===== config.mk =====
export PLATFORM = sky130hd
export DESIGN_NAME = fp_operand_issuer
export DESIGN_NICKNAME = d
export VERILOG_FILES = /design/src/rtl/fp_operand_issuer.sv
export SDC_FILE = /design/constraint.sdc
export NUM_CORES = 1
export LEC_CHECK = 0
export CAP_MARGIN = 0
export CORE_ASPECT_RATIO = 1.5
export CORE_MARGIN = 2
export CORE_UTILIZATION = 57
export DETAILED_ROUTE_END_ITERATION = 7
export GPL_TIMING_DRIVEN = 0
export PLACE_DENSITY = 0.84
export SETUP_SLACK_MARGIN = 0.4
export SLEW_MARGIN = 0
export SYNTH_ARGS = -nofsm -noshare
export SYNTH_HDL_FRONTEND = slang
export SYNTH_SLANG_ARGS = --single-unit

===== constraint.sdc =====
create_clock -name CLK -period 5.9 [get_ports CLK]
set_input_delay 1.18 -clock CLK [delete_from_list [all_inputs] [get_ports CLK]]
set_output_delay 1.18 -clock CLK [all_outputs]
set_load 0.05 [all_outputs]

===== src/rtl/fp_operand_issuer.sv =====
// Operand issuer: buffers FP32 operands and issues them to the exception checker.
// Ports: In_* enqueue, Data/Data_valid/ACK/Exc checker side, Res_* result; FPISSUE_TIMEOUT_EN adds ACK timeout.
module fp_operand_issuer #(
  parameter int DEPTH   = 4,
  parameter int TIMEOUT = 16
) (
  input  logic        CLK,
  input  logic        RSTN,
  input  logic [31:0] In_data,
  input  logic        In_valid,
  output logic        In_ready,
  output logic [31:0] Data,
  output logic        Data_valid,
  input  logic        ACK,
  input  logic [2:0]  Exc,
  output logic [31:0] Res_data,
  output logic [2:0]  Res_exc,
  output logic        Res_valid,
  input  logic        Res_ready
);

  localparam int AW = $clog2(DEPTH);
  localparam logic [AW:0] FULL = (AW+1)'(DEPTH);

  if (DEPTH < 2 || (DEPTH & (DEPTH - 1)) != 0) begin : g_bad_depth
    $error("fp_operand_issuer: DEPTH must be a power of two >= 2");
  end
  if (TIMEOUT < 2) begin : g_bad_tmo
    $error("fp_operand_issuer: TIMEOUT must be >= 2");
  end

  typedef enum logic [1:0] {
    S_IDLE,
    S_REQ,
    S_GAP
  } state_t;

  state_t        r_state;
  state_t        w_state_nxt;

  logic [31:0]   r_mem [DEPTH];
  logic [AW-1:0] r_wptr;
  logic [AW-1:0] r_rptr;
  logic [AW:0]   r_count;

  logic [31:0]   r_res_data;
  logic [2:0]    r_res_exc;
  logic          r_res_valid;

  logic          w_push;
  logic          w_nonempty;
  logic          w_res_take;
  logic          w_slot_free;
  logic          w_ack;
  logic          w_tmo;
  logic          w_capture;
  logic          w_req;
  logic [31:0]   w_head;
  logic [2:0]    w_exc_norm;
  logic [2:0]    w_exc_nxt;

  assign In_ready    = (r_count != FULL);
  assign w_push      = In_valid & In_ready;
  assign w_nonempty  = (r_count != '0);
  assign w_head      = r_mem[r_rptr];
  assign w_res_take  = r_res_valid & Res_ready;
  // slot counts as free when its current result leaves this cycle
  assign w_slot_free = ~r_res_valid | w_res_take;
  assign w_ack       = (r_state == S_REQ) & ACK;
  assign w_capture   = w_ack | w_tmo;

`ifdef FPISSUE_TIMEOUT_EN
  localparam int TW = $clog2(TIMEOUT + 1);
  logic [TW-1:0] r_tcnt;

  // held at zero outside REQ, so it starts from zero on REQ entry
  always_ff @(posedge CLK or negedge RSTN) begin
    if (!RSTN) begin
      r_tcnt <= '0;
    end else if (r_state != S_REQ) begin
      r_tcnt <= '0;
    end else if (!ACK) begin
      r_tcnt <= r_tcnt + TW'(1);
    end
  end

  // r_tcnt == TIMEOUT-1 marks the TIMEOUT-th REQ cycle; ACK wins
  assign w_tmo = (r_state == S_REQ) && !ACK &&
                 (r_tcnt == TW'(TIMEOUT - 1));
`else
  assign w_tmo = 1'b0;
`endif

  always_comb begin
    w_exc_norm = 3'b000;
    unique case (Exc)
      3'b011:  w_exc_norm = 3'b011;
      3'b100:  w_exc_norm = 3'b100;
      default: w_exc_norm = 3'b000;
    endcase
  end

  assign w_exc_nxt = w_ack ? w_exc_norm : 3'b111;

  always_ff @(posedge CLK or negedge RSTN) begin
    if (!RSTN) begin
      r_state <= S_IDLE;
    end else begin
      r_state <= w_state_nxt;
    end
  end

  always_comb begin
    w_state_nxt = r_state;
    w_req       = 1'b0;
    unique case (r_state)
      S_IDLE: begin
        if (w_nonempty && w_slot_free) begin
          w_state_nxt = S_REQ;
        end
      end
      S_REQ: begin
        w_req = 1'b1;
        if (w_capture) begin
          w_state_nxt = S_GAP;
        end
      end
      S_GAP: begin
        w_state_nxt = S_IDLE;
      end
      default: begin
        w_state_nxt = S_IDLE;
      end
    endcase
  end

  assign Data_valid = w_req;
  assign Data       = w_req ? w_head : 32'h0;

  // storage needs no reset: pointers and count define validity
  always_ff @(posedge CLK) begin
    if (w_push) begin
      r_mem[r_wptr] <= In_data;
    end
  end

  always_ff @(posedge CLK or negedge RSTN) begin
    if (!RSTN) begin
      r_wptr  <= '0;
      r_rptr  <= '0;
      r_count <= '0;
    end else begin
      if (w_push) begin
        r_wptr <= r_wptr + AW'(1);
      end
      if (w_capture) begin
        r_rptr <= r_rptr + AW'(1);
      end
      unique case ({w_push, w_capture})
        2'b10:   r_count <= r_count + (AW+1)'(1);
        2'b01:   r_count <= r_count - (AW+1)'(1);
        default: r_count <= r_count;
      endcase
    end
  end

  always_ff @(posedge CLK or negedge RSTN) begin
    if (!RSTN) begin
      r_res_data  <= 32'h0;
      r_res_exc   <= 3'b000;
      r_res_valid <= 1'b0;
    end else if (w_capture) begin
      r_res_data  <= w_head;
      r_res_exc   <= w_exc_nxt;
      r_res_valid <= 1'b1;
    end else if (w_res_take) begin
      r_res_valid <= 1'b0;
    end
  end

  assign Res_data  = r_res_data;
  assign Res_exc   = r_res_exc;
  assign Res_valid = r_res_valid;

endmodule


==> reports/qor.csv, run 1 <==
metric,value,unit
syn_to_final_growth,27.4,%
die_y,138,um
internal_power,0.00320,W
diodes,0,
clock_latency,0.42,ns
setup_violations,0,
power,0.00543,W
synth-xor-area-share,0.768,%
vias_per_cell,5.47,
fin_crit_sh,67.0,%
arrival,2.78,ns
gp_congestion,0.757,
grt_pass1_vias,4235,
worstSetupEndpointType,output pin,
synth_compound_area_share,2.72,%
maxSlewViolCount,0,
dr.pass1.iters,4,
io_pins,110,
p_sw_share,41.1,%
syn_avg_cell_area,15.9,um2
post_cts_buffers,0,
synth_edf_count,128,
cts_made_buffers,17,
rsz0062_at_grt,false,
run_status,completed,
post_cts_resized,0,
synth_cell_types,26,
avgRoutedWirePerCell,19.9,um
multi_input_area,1690,um2
fin_crit,3.96,ns
skew,0.00892,ns
start_kind,register,
hold_class,register to register,
yosys_most_used_dff,edfxtp_1,
p_clk_share,19.9,%
drive_gt1_share,14.9,%
htreeDepth,4,
p_seq_share,32.7,%
ir_worst_vdd,0.000321,V
synth_top_family_by_area,multiplexers,
p_sw,0.00223,W
slew_headroom,39.1,%
powerDensity,622,nW/um2
cap_violations,0,
finalHoldViolCount,0,
yosys.area_share.simple,4.95,%
ys_ff_latch,172,
max_freq,253,MHz
grt_pass1_wl,22.4,mm
async_flop_share,25.6,%
drtIter0Drc,217,
setup_tns,0,ns
remaining_drc_errors,0,
seq_area_frac_synth,72.2,%
clock-sinks,172,
die_x,93.5,um
synthesis.nets,476,
dp_hpwl,9.38,mm
rows,49,
final_antenna_net_count,0,
io_buffer_count,109,
start_util,57.9,%
grt.overflow.total,0,
core_area,11800,um2
path_max_fanout,10,
p_leak,3.35,nW
cts_tree,built,
synthAdderAreaFrac,1.21,%
nFillCells,749,
vias,3963,
clockRootBuffer,clkbuf_16,
dieArea,12900,um2
grt_use_total,23.5,%
yosysWarnings,0,
seq_area,4940,um2
grt_max_degree,37,
wirelength,14.4,mm
synthCells,430,
pre_cts_slack,2.38,ns
tightest_slew,0.914,ns
path_class,register to output pin,
antenna_found_initial,0,
ctsHoldBuffers,0,
synthMuxAreaShare,15.0,%
setup_ws,1.94,ns
worst_ep_required_time,4.72,ns
layout.nets,605,
power_frac_comb,47.4,%
cts.path.max_buffers,2,
synth_area,6850,um2
cts.clk_slew.worst_paths,0.06,ns
-- through the flow --
| stage | hold WS (ns) | util, % | cells | instance area, um2 |
|---|---|---|---|---|
| floorplan | 0.450 | - | 430 | 6850 |
| global placement | 0.465 | 68.7 | 692 | 8130 |
| detailed placement | 0.476 | 68.9 | 693 | 8150 |
| CTS | 0.490 | 73.7 | 725 | 8720 |
| global route | 0.512 | 73.7 | 725 | 8720 |
| finish | 0.485 | 73.7 | 725 | 8720 |
-- kinds of logic (layout without fill, tap and decap cells) --
family	Yosys count	after routing
multiplexers	98	98
buffers and inverters	30	172
AND/OR/NAND/NOR	82	82
adder cells (fa/ha/maj)	6	6
XOR/XNOR	6	6
flip-flops	172	172
AO/OA/AOI/OAI	36	36
-- worst max-delay path, stage by stage, from the launching register on --
cell,delay [ns]
dfrtp_1,0.32
clkbuf_1,0.27
buf_2,0.36
mux2_2,0.40
nor2_1,0.15
clkdlybuf4s50_1,0.87
-- cells in the mapped netlist (all sizes together), types with 2 or more instances --
library cell / instances / area share [%]
edfxtp: 128 / 56
mux2i: 64 / 9.4
dfrtp: 44 / 16
nand2: 38 / 2.1
nor2: 35 / 1.9
mux2: 34 / 5.6
o21ai: 34 / 2.5
clkbuf: 13 / 0.82
buf: 11 / 2.0
inv: 6 / 0.33
ha: 5 / 0.91
xnor2: 5 / 0.64
and3: 4 / 0.37
nand2b: 2 / 0.18
-- layout make-up --
class	count	area share [%]
plain buffers	24	2.19
flip-flops and latches	172	56.7
multi-input cells	228	19.4
repair buffers	110	12.7
inverters	6	0.258
well taps	153	2.19
clock inverters	13	1.62
clock buffers	19	4.96
-- power groups by stage --
stage	registers (W)	clock network, W	logic (W)
final	0.00178	0.00108	0.00257
after detailed placement	0.00180	0	0.00258
after global routing	0.00180	0.00114	0.00271
after floorplan	0.00216	0	0.00140
after CTS	0.00178	0.00109	0.00259
after global placement	0.00178	0	0.00252
-- placed cells by master, fill, tap and decap left out, drive strengths merged, types with 5 or more instances in the layout --
| cell type | count |
|---|---|
| dfrtp | 44 |
| xnor2 | 5 |
| clkdlybuf4s50 | 108 |
| nand2 | 38 |
| inv | 9 |
| nor2 | 35 |
| clkbuf | 32 |
| ha | 5 |
| mux2i | 64 |
| edfxtp | 128 |
| o21ai | 34 |
| mux2 | 34 |
| buf | 13 |
-- state kept, by name (all words and copies together), names as in the netlist --
| name | flops |
|---|---|
| r_state | 2 |
| Res_data | 32 |
| Res_valid | 1 |
| Res_exc | 2 |
| r_count | 3 |
| r_mem | 128 |
| r_wptr | 2 |
| r_rptr | 2 |
-- final timing paths --
kind / endpoint / cells past startpoint / slack, ns / start
setup / recovery: Data[27] / 5 / 1.94 / r_rptr[1]$_DFFE_PN0P_
hold / removal: Res_data[6]$_DFFE_PN0P_ / 2 / 0.49 / Res_data[6]$_DFFE_PN0P_
setup reg to reg: r_count[1]$_DFFE_PN0P_ / 6 / 3.79 / r_count[0]$_DFFE_PN0P_
hold reg to reg: Res_data[6]$_DFFE_PN0P_ / 2 / 0.49 / Res_data[6]$_DFFE_PN0P_
max in group asynchronous: Res_data[19]$_DFFE_PN0P_ / 2 / 4.77 / RSTN
min in group asynchronous: Res_data[26]$_DFFE_PN0P_ / 1 / 0.62 / RSTN
-- metal layers --
metal / part of all wire, % / vias up / track usage [%]
li1: - / 1826 / -
met1: 38 / 1984 / 27.1
met2: 55 / 127 / 42.0
met3: 4.1 / 26 / 5.01
met4: 2.6 / 0 / 9.60
met5: 0 / - / 0
(Power assumes the default switching activity.)
==> inputs of run 2 (changes only) <==
--- a/config.mk
+++ b/config.mk
@@ -8,10 +8,10 @@
 export CAP_MARGIN = 0
 export CORE_ASPECT_RATIO = 1.5
 export CORE_MARGIN = 2
-export CORE_UTILIZATION = 57
+export CORE_UTILIZATION = 53
 export DETAILED_ROUTE_END_ITERATION = 7
 export GPL_TIMING_DRIVEN = 0
-export PLACE_DENSITY = 0.84
+export PLACE_DENSITY = 0.79
 export SETUP_SLACK_MARGIN = 0.4
 export SLEW_MARGIN = 0
 export SYNTH_ARGS = -nofsm -noshare
==> constraint.sdc (replaced) <==
create_clock -name CLK -period 3.9 [get_ports CLK]
set_input_delay 0.78 -clock CLK [delete_from_list [all_inputs] [get_ports CLK]]
set_output_delay 0.78 -clock CLK [all_outputs]
set_load 0.05 [all_outputs]
==> run 2 against run 1 <==
Hold slack worse by 0.22 ns. Global-route usage down 1.9 points. Via count fell by 1.0%. Non-clock buffer count is the same. Clock power is 57% higher. Critical path depth up 2. First-iteration DRC count shrank 12%. Core utilization down 3.7 points. Largest cell class unchanged.
==> reports/qor.csv, run 2 (same netlist as run 1, synthesis figures left out) <==
metric,value,unit
start_util,54.4,%
vias_per_cell,5.39,
remaining_drc_errors,0,
drtIter0Drc,191,
setup_violations,0,
final_common_cell,edfxtp_1,
worst_ep_required_time,3.12,ns
arrival,2.54,ns
crit_chain,buf_4 -> buf_12 -> buf_12 -> mux2i_1 -> mux2_2 -> nor2_1 -> clkdlybuf4s50_1,
cts.clk_slew.worst_paths,0.06,ns
run_status,completed,
grt.overflow.total,0,
placed_area,8150,um2
grt_max_degree,33,
slew_headroom,38.7,%
cap_violations,0,
fin_crit_sh,85.1,%
layout.nets,605,
dr.pass1.iters,4,
clock_latency,0.42,ns
drive_gt1_share,14.9,%
crit_family,buffers and inverters,
wirelength,14.4,mm
syn_to_final_growth,28.6,%
antenna_found_initial,0,
stdcell_area,8810,um2
setup_tns,0,ns
largest_reg_flops,128,
clockRootBuffer,clkbuf_16,
cp_slowest_cell,clkdlybuf4s50_1,
path_max_fanout,10,
grt_pass1_wl,22.3,mm
whs,0.261,ns
fin_util,70.0,%
clock-sinks,172,
io_buffer_count,109,
cts_made_buffers,17,
finalHoldViolCount,0,
io_pins,110,
powerDensity,934,nW/um2
worstSetupEndpointType,output pin,
die_x,96.8,um
p_leak,3.76,nW
htreeDepth,4,
ctsHoldBuffers,0,
grt_use_total,21.7,%
crit_top_cell,buf_12,
final_antenna_net_count,0,
diodes,0,
cts_tree,built,
critPathBufInv,4,
avgRoutedWirePerCell,19.7,um
vias,3923,
grt_pass1_vias,4139,
tightest_slew,0.920,ns
nFillCells,819,
gp_congestion,0.739,
hold_class,primary input to asynchronous set/reset pin,
skew,0.0131,ns
fin_crit,3.32,ns
max_freq,301,MHz
core_area,12600,um2
rsz0062_at_grt,false,
maxSlewViolCount,0,
die_y,143,um
power,0.00822,W
path_class,register to output pin,
start_kind,register,
dieArea,13900,um2
regMostFlops,r_mem,
post_cts_buffers,0,
rows,50,
cts.path.max_buffers,2,
final_cell_mix,"edfxtp_1, clkdlybuf4s50_1, mux2i_1",
ir_worst_vdd,0.000447,V
dp_hpwl,9.29,mm
cpPeakStageDelay,0.82,ns
run 2: cell count changes in the layout (fill, tap and decap cells not counted), sizes merged:
cell / before / now
clkinv: 4 / 5
clkinvlp: 4 / 2
clkbuf: 32 / 35
dlymetal6s2s: 0 / 25
inv: 9 / 6
bufinv: 2 / 3
clkdlybuf4s50: 108 / 79
dlygate4sd2: 0 / 4
run 2: what timing repair did:
action | 4_1_cts | 5_1_grt
pin swaps | 0 | 0
setup endpoints to repair | 4 | 25
gates resized for setup | 4 | 25
run 2: worst paths after layout:
kind / from / endpoint / slack (ns) / cells after the start
max in group asynchronous: RSTN / r_rptr[0]$_DFFE_PN0P_ / 3.13 / 2
setup / recovery: r_rptr[0]$_DFFE_PN0P_ / Data[1] / 0.58 / 7
hold / removal: RSTN / Res_data[9]$_DFFE_PN0P_ / 0.26 / 1
hold reg to reg: Res_data[2]$_DFFE_PN0P_ / Res_data[2]$_DFFE_PN0P_ / 0.48 / 2
min in group CLK: Res_data[2]$_DFFE_PN0P_ / Res_data[2]$_DFFE_PN0P_ / 0.48 / 2
setup reg to reg: r_count[1]$_DFFE_PN0P_ / r_count[1]$_DFFE_PN0P_ / 1.77 / 6
run 2: routing by layer:
layer  global-route usage, %  up-vias  wire (um)
li1                        -     1817          -
met1                    23.8     2005       5610
met2                    41.3       95       8170
met3                    4.55        6        434
met4                    7.56        0        150
met5                       0        -          0
run 2: cell type report:
cell class	count	area (um2)	area share, %
repair buffers	110	1160	13.2
plain buffers	24	191	2.17
multi-input cells	228	1690	19.2
flip-flops and latches	172	4940	56.2
inverters	6	22.5	0.256
clock buffers	22	454	5.16
well taps	156	195	2.22
clock inverters	10	141	1.61
run 2: through the flow:
step / instances / setup slack [ns]
final: 728 / 0.581
after global routing: 728 / 0.469
after CTS: 728 / 0.407
after detailed placement: 696 / 0.858
after global placement: 695 / 0.682
after floorplan: 430 / 1.34
run 2: report_power, final:
part | total [W] | switching, W | leakage, nW | internal (W)
Sequential | 0.00268 | 0.000190 | 1.72 | 0.00249
Combinational | 0.00384 | 0.00247 | 1.76 | 0.00137
Clock | 0.00170 | 0.000672 | 0.284 | 0.00103
==> inputs of run 3 (changes only) <==
--- a/config.mk
+++ b/config.mk
@@ -13,6 +13,7 @@
 export GPL_TIMING_DRIVEN = 0
 export PLACE_DENSITY = 0.79
 export SETUP_SLACK_MARGIN = 0.4
+export SKIP_LAST_GASP = 1
 export SLEW_MARGIN = 0
 export SYNTH_ARGS = -nofsm -noshare
 export SYNTH_HDL_FRONTEND = slang
==> results of run 3 <==
Same layout as run 2: the final DEF is identical, and so are final timing and power.
